File: src/rtl/uart_pkg.sv
// Shared definitions for the DZ11 UART transmitter: character-length codes,
// FSM state encoding and the oversample factor shared with the baud generator.
package uart_pkg;

    localparam int CLKDIV = 16;

    localparam logic [1:0] LEN5 = 2'b00;
    localparam logic [1:0] LEN6 = 2'b01;
    localparam logic [1:0] LEN7 = 2'b10;
    localparam logic [1:0] LEN8 = 2'b11;

    typedef enum logic [2:0] {
        IDLE   = 3'd0,
        START  = 3'd1,
        DATA   = 3'd2,
        PARITY = 3'd3,
        STOP1  = 3'd4,
        STOP2  = 3'd5
    } state_t;

    // Index of the last data bit sent for a given length code.
    function automatic logic [2:0] last_index(input logic [1:0] len);
        case (len)
            LEN5:    return 3'd4;
            LEN6:    return 3'd5;
            LEN7:    return 3'd6;
            LEN8:    return 3'd7;
            default: return 3'd7;
        endcase
    endfunction

    function automatic logic parity_bit(input logic [7:0] d, input logic [1:0] len,
                                        input logic odd);
        logic p;
        p = odd;
        for (int i = 0; i < 8; i++) begin
            if (3'(i) <= last_index(len)) p = p ^ d[i];
        end
        return p;
    endfunction

endpackage

File: src/rtl/uart_tx_if.sv
// Character/format/handshake bundle between the DZ11 transmit buffer logic
// (master) and the UART transmitter (slave).
interface uart_tx_if;
    import uart_pkg::*;

    // load is a one-cycle strobe; it is taken only in a cycle where empty=1
    // and is silently dropped otherwise. done pulses once per completed frame.
    logic [7:0] data;
    logic [1:0] length;
    logic       parity;
    logic       parodd;
    logic       stop;
    logic       load;
    logic       empty;
    logic       done;
    logic       txd;
    state_t     state;

    modport master (
        output data, length, parity, parodd, stop, load,
        input  empty, done, txd, state
    );

    modport slave (
        input  data, length, parity, parodd, stop, load,
        output empty, done, txd, state
    );

endinterface

File: src/rtl/uart_tx.sv
// DZ11 UART transmitter: serializes one latched character as start, 5-8 data
// bits LSB first, optional parity and 1-2 stop bits, paced by the 16x enable.
module uart_tx
    import uart_pkg::*;
#(
    parameter int clkdiv = CLKDIV
) (
    input  logic      clk,
    input  logic      rst,
    input  logic      clr,
    input  logic      brgCLKEN,
    uart_tx_if.slave  bus
);

    localparam logic [3:0] TICK_LAST = 4'(clkdiv - 1);

    state_t     state_q;
    logic [3:0] tick_q;
    logic [2:0] idx_q;
    logic [7:0] shreg_q;
    logic [1:0] len_q;
    logic       par_q;
    logic       parbit_q;
    logic       stop_q;
    logic       txd_q;
    logic       empty_q;
    logic       done_q;

    always_ff @(posedge clk) begin
        if (rst || clr) begin
            state_q  <= IDLE;
            tick_q   <= 4'd0;
            idx_q    <= 3'd0;
            shreg_q  <= 8'd0;
            len_q    <= LEN5;
            par_q    <= 1'b0;
            parbit_q <= 1'b0;
            stop_q   <= 1'b0;
            txd_q    <= 1'b1;
            empty_q  <= 1'b1;
            done_q   <= 1'b0;
        end else begin
            done_q <= 1'b0;
            if (state_q == IDLE) begin
                // An enable coinciding with load is deliberately not counted.
                if (bus.load) begin
                    shreg_q  <= bus.data;
                    len_q    <= bus.length;
                    par_q    <= bus.parity;
                    parbit_q <= parity_bit(bus.data, bus.length, bus.parodd);
                    stop_q   <= bus.stop;
                    tick_q   <= 4'd0;
                    state_q  <= START;
                    txd_q    <= 1'b0;
                    empty_q  <= 1'b0;
                end
            end else if (brgCLKEN) begin
                if (tick_q != TICK_LAST) begin
                    tick_q <= tick_q + 4'd1;
                end else begin
                    tick_q <= 4'd0;
                    case (state_q)
                        START: begin
                            state_q <= DATA;
                            idx_q   <= 3'd0;
                            txd_q   <= shreg_q[0];
                            shreg_q <= shreg_q >> 1;
                        end
                        DATA: begin
                            if (idx_q == last_index(len_q)) begin
                                state_q <= par_q ? PARITY : STOP1;
                                txd_q   <= par_q ? parbit_q : 1'b1;
                            end else begin
                                idx_q   <= idx_q + 3'd1;
                                txd_q   <= shreg_q[0];
                                shreg_q <= shreg_q >> 1;
                            end
                        end
                        PARITY: begin
                            state_q <= STOP1;
                            txd_q   <= 1'b1;
                        end
                        STOP1: begin
                            txd_q <= 1'b1;
                            if (stop_q) begin
                                state_q <= STOP2;
                            end else begin
                                state_q <= IDLE;
                                done_q  <= 1'b1;
                                empty_q <= 1'b1;
                            end
                        end
                        STOP2: begin
                            state_q <= IDLE;
                            txd_q   <= 1'b1;
                            done_q  <= 1'b1;
                            empty_q <= 1'b1;
                        end
                        default: begin
                            state_q <= IDLE;
                            txd_q   <= 1'b1;
                            empty_q <= 1'b1;
                        end
                    endcase
                end
            end
        end
    end

    assign bus.txd   = txd_q;
    assign bus.empty = empty_q;
    assign bus.done  = done_q;
    assign bus.state = state_q;

endmodule

File: src/flat_wrapper.sv
// flat-port wrapper written by rule: the top's interface ports become plain ports
module uart_tx_flat import uart_pkg::*;
#(
    parameter int clkdiv = CLKDIV
)
  (clk, rst, clr, brgCLKEN, bus_data, bus_length, bus_parity, bus_parodd, bus_stop, bus_load, bus_empty, bus_done, bus_txd, bus_state);
  uart_tx_if bus_i ();
  input  logic clk;
  input  logic rst;
  input  logic clr;
  input  logic brgCLKEN;
  input wire logic [$bits(bus_i.data)-1:0] bus_data;
  input wire logic [$bits(bus_i.length)-1:0] bus_length;
  input wire logic [$bits(bus_i.parity)-1:0] bus_parity;
  input wire logic [$bits(bus_i.parodd)-1:0] bus_parodd;
  input wire logic [$bits(bus_i.stop)-1:0] bus_stop;
  input wire logic [$bits(bus_i.load)-1:0] bus_load;
  output wire logic [$bits(bus_i.empty)-1:0] bus_empty;
  output wire logic [$bits(bus_i.done)-1:0] bus_done;
  output wire logic [$bits(bus_i.txd)-1:0] bus_txd;
  output wire logic [$bits(bus_i.state)-1:0] bus_state;
  assign bus_i.data = bus_data;
  assign bus_i.length = bus_length;
  assign bus_i.parity = bus_parity;
  assign bus_i.parodd = bus_parodd;
  assign bus_i.stop = bus_stop;
  assign bus_i.load = bus_load;
  assign bus_empty = bus_i.empty;
  assign bus_done = bus_i.done;
  assign bus_txd = bus_i.txd;
  assign bus_state = bus_i.state;
  uart_tx #(.clkdiv(clkdiv)) u_core (.clk(clk), .rst(rst), .clr(clr), .brgCLKEN(brgCLKEN), .bus(bus_i));
endmodule
File: config.mk
export PLATFORM = sky130hd
export DESIGN_NAME = uart_tx_flat
export DESIGN_NICKNAME = d
export VERILOG_FILES = /design/src/rtl/uart_pkg.sv /design/src/rtl/uart_tx_if.sv /design/src/rtl/uart_tx.sv /design/src/flat_wrapper.sv
export SDC_FILE = /design/constraint.sdc
export NUM_CORES = 1
export LEC_CHECK = 0
export CORE_ASPECT_RATIO = 0.75
export CORE_MARGIN = 2
export CORE_UTILIZATION = 40
export CTS_CLUSTER_DIAMETER = 200
export CTS_CLUSTER_SIZE = 24
export DETAILED_ROUTE_END_ITERATION = 7
export MAX_ROUTING_LAYER = met4
export PLACE_DENSITY_LB_ADDON = 0.25
export RECOVER_POWER = 25
export SLEW_MARGIN = 20
export SYNTH_ARGS = -nofsm -noshare
export SYNTH_HDL_FRONTEND = slang
export SYNTH_SLANG_ARGS = --single-unit
export TNS_END_PERCENT = 1
File: constraint.sdc
create_clock -name clk -period 3.5 [get_ports clk]
set_clock_uncertainty 0.1 [all_clocks]
set_input_delay 1.05 -clock clk [delete_from_list [all_inputs] [get_ports clk]]
set_output_delay 1.05 -clock clk [all_outputs]
set_load 0.01 [all_outputs]
Word-level counts from Yosys, hierarchy flattened:

Index checks and enable logic that the tools add are counted.

* RAM bits: 0
* memories kept: 0
* memory bits (read-only): 0
* latch bits: 0
* output and inout port bits: 6
* bits of input ports: 18
* bits in registers: 26

* mux-type cells: 73
* shift-type cells: 0
* order comparisons: 8
* div/mod/pow operators: 0
* reductions and logical operators: 16
* multiply operators: 0
* bitwise operators: 11
* equal/unequal tests: 20
* $add $sub $neg: 2

Operator list (count)
* $mux W3: 16
* $mux W1: 40
* $mux W8: 5
* $pmux W3 S4: 3
* $mux W4: 4
* $pmux W8 S2: 1
* $reduce_and A5 Y1: 3
* $le A3 B3 Y1 const A: 4
* $eq A2 B2 Y1 const B: 4
* $xor A1 B1 Y1: 8
* $eq A3 B2 Y1 const B: 2
* $eq A3 B3 Y1 const B: 2
* $le A1 B3 Y1 const A: 2
* $le A2 B3 Y1 const A: 2
* $pmux W1 S2: 3
* $pmux W3 S2: 1
* $add A4 B1 Y4 const B: 1
* $eq A2 B1 Y1 const B: 2
* $logic_not A2 Y1: 2
* $ne A2 B1 Y1 const B: 2
* $ne A2 B2 Y1 const B: 2
* $ne A4 B4 Y1 const B: 1
* $reduce_and A2 Y1: 2
* $reduce_and A4 Y1: 1
* 14 further kinds: 17

Logic depth before layout (Yosys ltp):

Gate-level depths: netlist (run 1).

* depth after elaboration: 42
* gate-level depth with buffers: 7
* gate-level depth less buffers: 6

Least setup slack after synthesis (run 1):

No wires, ideal clock.

* path kind: input to register
* start point: input port brgCLKEN
* end point: register u_core.shreg_q[7]
* library setup time: 0.070 ns
* stages on the path: 5
* slack: 1.213 ns
* arrival time: 2.116 ns
* buffers on the path: 0
* path through: nand4_2 -> nor3_2 -> a211oi_4 -> or2_1 -> a21oi_1

* longest elaborated chain between the ends: 2

Ends and longest elaborated chain
* start: declaration: line flat_wrapper.sv:11 `input logic brgCLKEN;`
* $reduce_bool A2 Y1 (no source line)
* $reduce_and A5 Y1 (no source line)
* end signal: assignment: line uart_tx.sv:47 `shreg_q <= bus.data;`
* end signal: assignment: line uart_tx.sv:67 `shreg_q <= shreg_q >> 1;`
* end signal: assignment: line uart_tx.sv:76 `shreg_q <= shreg_q >> 1;`
* end: declaration: line uart_tx.sv:20 `logic [7:0] shreg_q;`

Every way passes these cells.
A chain may end at the register's enable or synchronous reset.

Worst setup path in the final report (run 1):

* start point: register u_core.state_q[2], in the netlist u_core.bus.state[2]
* end point: output port bus_state[2]

RTL lines
* start: declaration: line uart_tx.sv:17 `state_t state_q;`
* start signal: assignment: line uart_tx.sv:71 `state_q <= par_q ? PARITY : STOP1;`
* end: declaration: line flat_wrapper.sv:21 `output wire logic [$bits(bus_i.state)-1:0] bus_state;`

No word-level cell between the ends.

==> results of run 1 <==
## stage by stage
stage          area [µm²]  utilization, %  hold WS [ns]  total power [W]
3_3_place_gp         1673           49.85        0.3433        0.0004074
3_5_place_dp         1673           49.85        0.3521        0.0004097
4_1_cts              1728           51.49        0.3633        0.0006116
6_report             1724           51.38        0.3599        0.0006054
5_1_grt              1724           51.38        0.3882        0.0006311
2_1_floorplan        1428               -        0.3321        0.0003712
## sequential cells by signal, summed over array words and instances (netlist names)
name	count
u_core.bus.done	1
u_core.bus.empty	1
u_core.bus.state	3
u_core.bus.txd	1
u_core.idx_q	3
u_core.len_q	2
u_core.par_q	1
u_core.parbit_q	1
u_core.shreg_q	8
u_core.stop_q	1
u_core.tick_q	4
## logic make-up after synthesis
family / Yosys count / synth area share, %
compound gates: 38 / 16.74
xor+xnor: 8 / 4.908
fa+ha+maj: 2 / 1.753
buf+inv: 8 / 3.506
flops: 26 / 36.46
mux: 8 / 5.609
simple gates: 86 / 31.03
## layer usage
layer | track usage [%] | up-vias | share of wire, % | wire (µm)
met5 | - | - | 0 | 0
met4 | 4.497 | 0 | 0.83 | 27
met3 | 4.891 | 4 | 5.1 | 165
met2 | 24.20 | 37 | 44 | 1441
met1 | 23.94 | 604 | 50 | 1626
li1 | - | 657 | - | -
## report_power, final
part           switching, W  leakage (nW)  internal (W)  total (W)
registers        0.00000651         0.211      0.000303   0.000310
clock network      0.000102        0.0288      0.000101   0.000203
logic             0.0000459         0.423     0.0000465  0.0000924
## cells in the mapped netlist, types with 2 or more instances
master    number  share of area [%]
buf_6          2                1.6
nand4_1        3                1.3
ha_1           2                1.8
nor4b_4        2                3.3
nand3b_1       2                1.1
nand2_1       38                 10
dfxtp_1       26                 36
nor2_1        19                5.0
o21ai_0       10                3.5
mux2i_1        8                5.6
inv_1          2               0.53
a2111o_1       2                1.6
xnor2_1        8                4.9
and2_1         2               0.88
and3_1         2               0.88
nor3_1         3                1.1
a21oi_1       17                6.0
clkbuf_1       2               0.53
nor3_2         2                1.4
nand2b_1       2               0.88
nand3_1        4                1.4
## worst paths after layout
kind / start / end / slack, ns / cells after the start
max: u_core.bus.state[2]$_SDFFE_PP0P_ / bus_state[2] / 0.73 / 1
min: u_core.shreg_q[7]$_SDFFE_PP0P_ / u_core.shreg_q[7]$_SDFFE_PP0P_ / 0.36 / 2
max reg2reg: u_core.tick_q[0]$_SDFFE_PP0P_ / u_core.shreg_q[7]$_SDFFE_PP0P_ / 1.39 / 6
min reg2reg: u_core.shreg_q[7]$_SDFFE_PP0P_ / u_core.shreg_q[7]$_SDFFE_PP0P_ / 0.36 / 2
## area by class of cell
cell class                 count  area [µm²]
clock buffer                   4       55.05
multi-input combinational    142       857.1
sequential                    26       520.5
fill                         311        1632
tap                           40       50.05
timing repair buffer          24       234.0
inverter                       2       7.507
==> results by group, run 1 <==
Pwr
  • Pwr Density: 351.1 mW/mm²
  • Leakage: about 0.66 nW
  • Maximum VDD drop: 268.1 µV

Floorplanning
  • Ports: 24
  • # rows: 18
  • Core ar.: 0.003356 mm²
  • Die Y: roughly 56 µm
  • Die Span X: 72.99 µm
  • Die ar.: 0.004068 mm²
  • Initial Utilization: 42.54%

Routing
  • DRC: 0
  • Vias per cell: between 5 and 6
  • Detailed Routing Iterations Pass 1: 4
  • Routed Wire Length: 3.261 mm
  • DR vias: 1,302
  • Avg WL per Cell: 13.70 µm
  • 1st-iter DRT viols: 88
  • Post-route ant nets: 0

Clock tree
  • Post-CTS Hold Fix Bufs: 0
  • Clock root cell: clkbuf_8
  • Clk sinks: 26
  • Post-CTS Resized: 0
  • Clock latency on the worst-skew pair: 0.28 ns
  • CTS max path bufs: 2
  • Post-CTS setup buffer count: 0
  • Htree depth: 1
  • Clock buffers created by TritonCTS: 3
  • CTS tree: yes
  • Clk slew on worst S/H paths: 0.10 ns

Layout
  • Post-route insts no fill: 238
  • Layout cells sized above 1: 6.061%
  • Nets: 219
  • Commonest non-fill, non-tap cell in the layout: nand2_1
  • ANT cells: 0
  • Area grow syn2layout: 20.77%
  • Most frequent cells in the layout: nand2_1 (38), dfxtp_1 (26), nor2_1 (19), clkdlybuf4s50_1 (19), a21oi_1 (17)

GRT
  • Grt total ovfl: 0
  • Initial antenna violation count: 0
  • Largest net degree at the start of global routing: 22
  • Vias in the first global route: between 1,000 and 1,500
  • First-pass GRT wire length: 5.354 mm
  • GRT Total Usage: 17.16%

Yosys
  • Post-Syn Area: 0.001428 mm²
  • YS warnings: 0
  • Register area share after synthesis: between 30% and 40%
  • Synthesized area per cell: about 8.1 µm²
  • Flop and latch count out of synthesis: 26
  • Mapped Cells: 176
  • Post-synth EDFFs: 0
  • Synth Net Count: just under 200
  • Distinct cell type count after synthesis: 39
  • FFs w/ async S/R, synth: 0%
  • Ys flop type: dfxtp_1

Timing
  • Pin slew with the least headroom to its limit: between 0.6 and 0.7 ns
  • Minimum clock period: 2.773 ns
  • Final Hold Vio Count: 0
  • Crit share post-route: 79.24%
  • Fmax: 360.6 MHz
  • Setup WS post-layout: 0.7268 ns
  • Sum of negative setup slack: 0 ns
  • Setup violators final: 0
  • RSZ-0062 raised after global routing: false
  • Pins Over Slew Limit: 0
  • Max_slew headroom: 59.32%

Worst setup path
  • CP Class: register to output pin
  • Crit end category: output pin
  • Top Family by Delay on Critical Path: flip-flops
  • Startpoint Class: register
  • CP required: 2.35 ns
  • Worst Path Buf+Inv: 1
  • CP Cell Sequence: clkdlybuf4s50_1
  • Crit path DAT: 1.62 ns
  • Largest stage delay, worst path: ~0.70 ns
  • Slowest CP cell: dfxtp_1
  • Worst Path Max Fanout: 14

Placed design
  • Pre-CTS setup slack: 0.5356 ns
  • Port Buffer Count: 23
  • GPL Wtd Cong: ~0.86
  • HPWL after DPL: 2.370 mm
  • Placed cells: 234

Run status
  • Status: complete, no violations

Run
  • # Max-Cap Violations: 0

Worst hold path
  • Hold WC Path Type: register to register
Power figures use the tool's default switching activity.
==> run 2, diff against run 1 <==
clock period = 2.6 ns   (was 3.5 ns; I/O delays follow)
==> run 2 against run 1 <==
  * Sequential power grew 34%
  * Setup slack lost 0.60 ns
  * Sequential share of layout area down 1.1 points
  * Critical path depth rose by 4
  * Largest cell class unchanged
  * Die area is the same
==> results by group, run 2 (same netlist as run 1, synthesis figures left out) <==
Pwr
  • Pwr Density: 449.9 mW/mm²
  • Leakage: a little over 0.7 nW
  • Maximum VDD drop: roughly 230 µV
  • Pwr Total: 0.0008055 W

Placed design
  • Port Buffer Count: 23
  • HPWL after DPL: about 2.5 mm
  • GPL Wtd Cong: 0.8462

Layout
  • Largest regs: u_core.shreg_q (8), u_core.tick_q (4)
  • Nets: 229
  • Reg area: 520.5 µm²
  • Area grow syn2layout: 25.42%
  • Filler Cell Count: 320
  • Multi-input gate area: 848.3 µm²
  • Layout cells sized above 1: between 10% and 20%
  • ANT cells: 0
  • Commonest non-fill, non-tap cell in the layout: nand2_1
  • Most frequent cells in the layout: nand2_1 (38), dfxtp_1 (26), nor2_1 (19), clkdlybuf4s50_1 (19), a21oi_1 (17)
  • Final core occ: 53.36%
  • Max reg flops: 8
  • Biggest register: u_core.shreg_q

Clock tree
  • Clock buffers created by TritonCTS: 3
  • CTS max path bufs: 2
  • CTS tree: yes
  • Post-CTS Hold Fix Bufs: 0
  • Clk slew on worst S/H paths: approximately 0.090 ns
  • Post-CTS setup buffer count: 0
  • Post-CTS Resized: 0
  • Htree depth: 1
  • Clk sinks: 26
  • Clock latency on the worst-skew pair: 0.28 ns
  • Clock root cell: clkbuf_8

Worst hold path
  • Hold WC Path Type: register to register

Run
  • # Max-Cap Violations: 0

Routing
  • 1st-iter DRT viols: 71
  • Routed Wire Length: roughly 3.2 mm
  • Avg WL per Cell: 13.04 µm
  • Detailed Routing Iterations Pass 1: 4
  • Vias per cell: roughly 5.4
  • DR vias: 1,333
  • DRC: 0
  • Post-route ant nets: 0

Timing
  • Crit share post-route: 95.22%
  • Setup violators final: 0
  • Max_slew headroom: 57.20%
  • Final Hold Vio Count: 0
  • Pin slew with the least headroom to its limit: 0.6404 ns
  • WHS: 0.3621 ns
  • Minimum clock period: approximately 2.5 ns
  • Pins Over Slew Limit: 0
  • Fmax: 403.9 MHz
  • RSZ-0062 raised after global routing: false

GRT
  • Initial antenna violation count: 0
  • Grt total ovfl: 0
  • Largest net degree at the start of global routing: 15
  • GRT Total Usage: 17.73%
  • First-pass GRT wire length: 5.602 mm
  • Vias in the first global route: 1,276

Worst setup path
  • Largest stage delay, worst path: 0.55 ns
  • Worst Path Max Fanout: 5
  • Slowest CP cell: dlygate4sd3_1
  • CP required: 2.71 ns
  • CP Class: primary input to register
  • CP Cell Sequence: dlygate4sd3_1 -> nor4b_2 -> a21oi_2 -> a2111o_1 -> a21oi_1
  • Startpoint Class: primary input
  • Crit path DAT: 2.59 ns
  • Crit end category: register

Run status
  • Status: complete, no violations

Floorplanning
  • Die Y: 55.74 µm
  • Die Span X: around 73 µm
  • Initial Utilization: between 40% and 50%
  • Core ar.: 0.003356 mm²
  • # rows: 18
  • Ports: 24
  • Die ar.: around 0.0041 mm²
## run 2: changes by cell type in the layout (fill, tap and decap cells not counted)
cell	previous run	this run
nor4b_4	2	1
buf_4	0	10
nor4b_2	0	1
## run 2: where the power goes
| group | internal, W | switching [W] |
|---|---|---|
| logic | 0.0000658 | 0.0000614 |
| registers | 0.000408 | 0.00000824 |
| clock network | 0.000136 | 0.000126 |
## run 2: worst paths after layout
path                                                      from                                to  slack (ns)  cells after the start
worst max-delay path                                  bus_load  u_core.bus.state[2]$_SDFFE_PP0P_        0.12                      5
worst min-delay path            u_core.shreg_q[7]$_SDFFE_PP0P_    u_core.shreg_q[7]$_SDFFE_PP0P_        0.36                      2
worst max register to register   u_core.tick_q[0]$_SDFFE_PP0P_    u_core.shreg_q[7]$_SDFFE_PP0P_        0.52                      7
worst min register to register  u_core.shreg_q[7]$_SDFFE_PP0P_    u_core.shreg_q[7]$_SDFFE_PP0P_        0.36                      2
## run 2: layer usage
metal  GRT usage [%]  vias up  wire length [µm]
li1                -      675                 -
met1           22.79      613              1603
met2           26.77       38              1409
met3           4.529        7               171
met4           6.349        0                51
met5               -        -                 0
## run 2: final cells by class
cell class	instances	area share [%]
clock buffer	4	3.075
tap	40	2.795
timing repair buffer	34	17.26
multi-input combinational	142	47.38
inverter	2	0.4193
sequential	26	29.07
## run 2: critical path, delay by kind of cell
family | cells | cell delay [ns]
AOI/OAI and AO/OA | 3 | 0.72
buffers and inverters | 1 | 0.55
and+or+nand+nor | 1 | 0.54
## run 2: per-stage QoR
step                      area, µm²  setup WS [ns]  setup TNS [ns]  cells
after floorplan                1428         0.5833               0    176
after CTS                      1803         0.2133               0    248
after global routing           1790        0.06318               0    248
final                          1790         0.1243               0    248
after global placement         1748     -0.0006246      -0.0006246    244
after detailed placement       1748       -0.06907        -0.07375    244
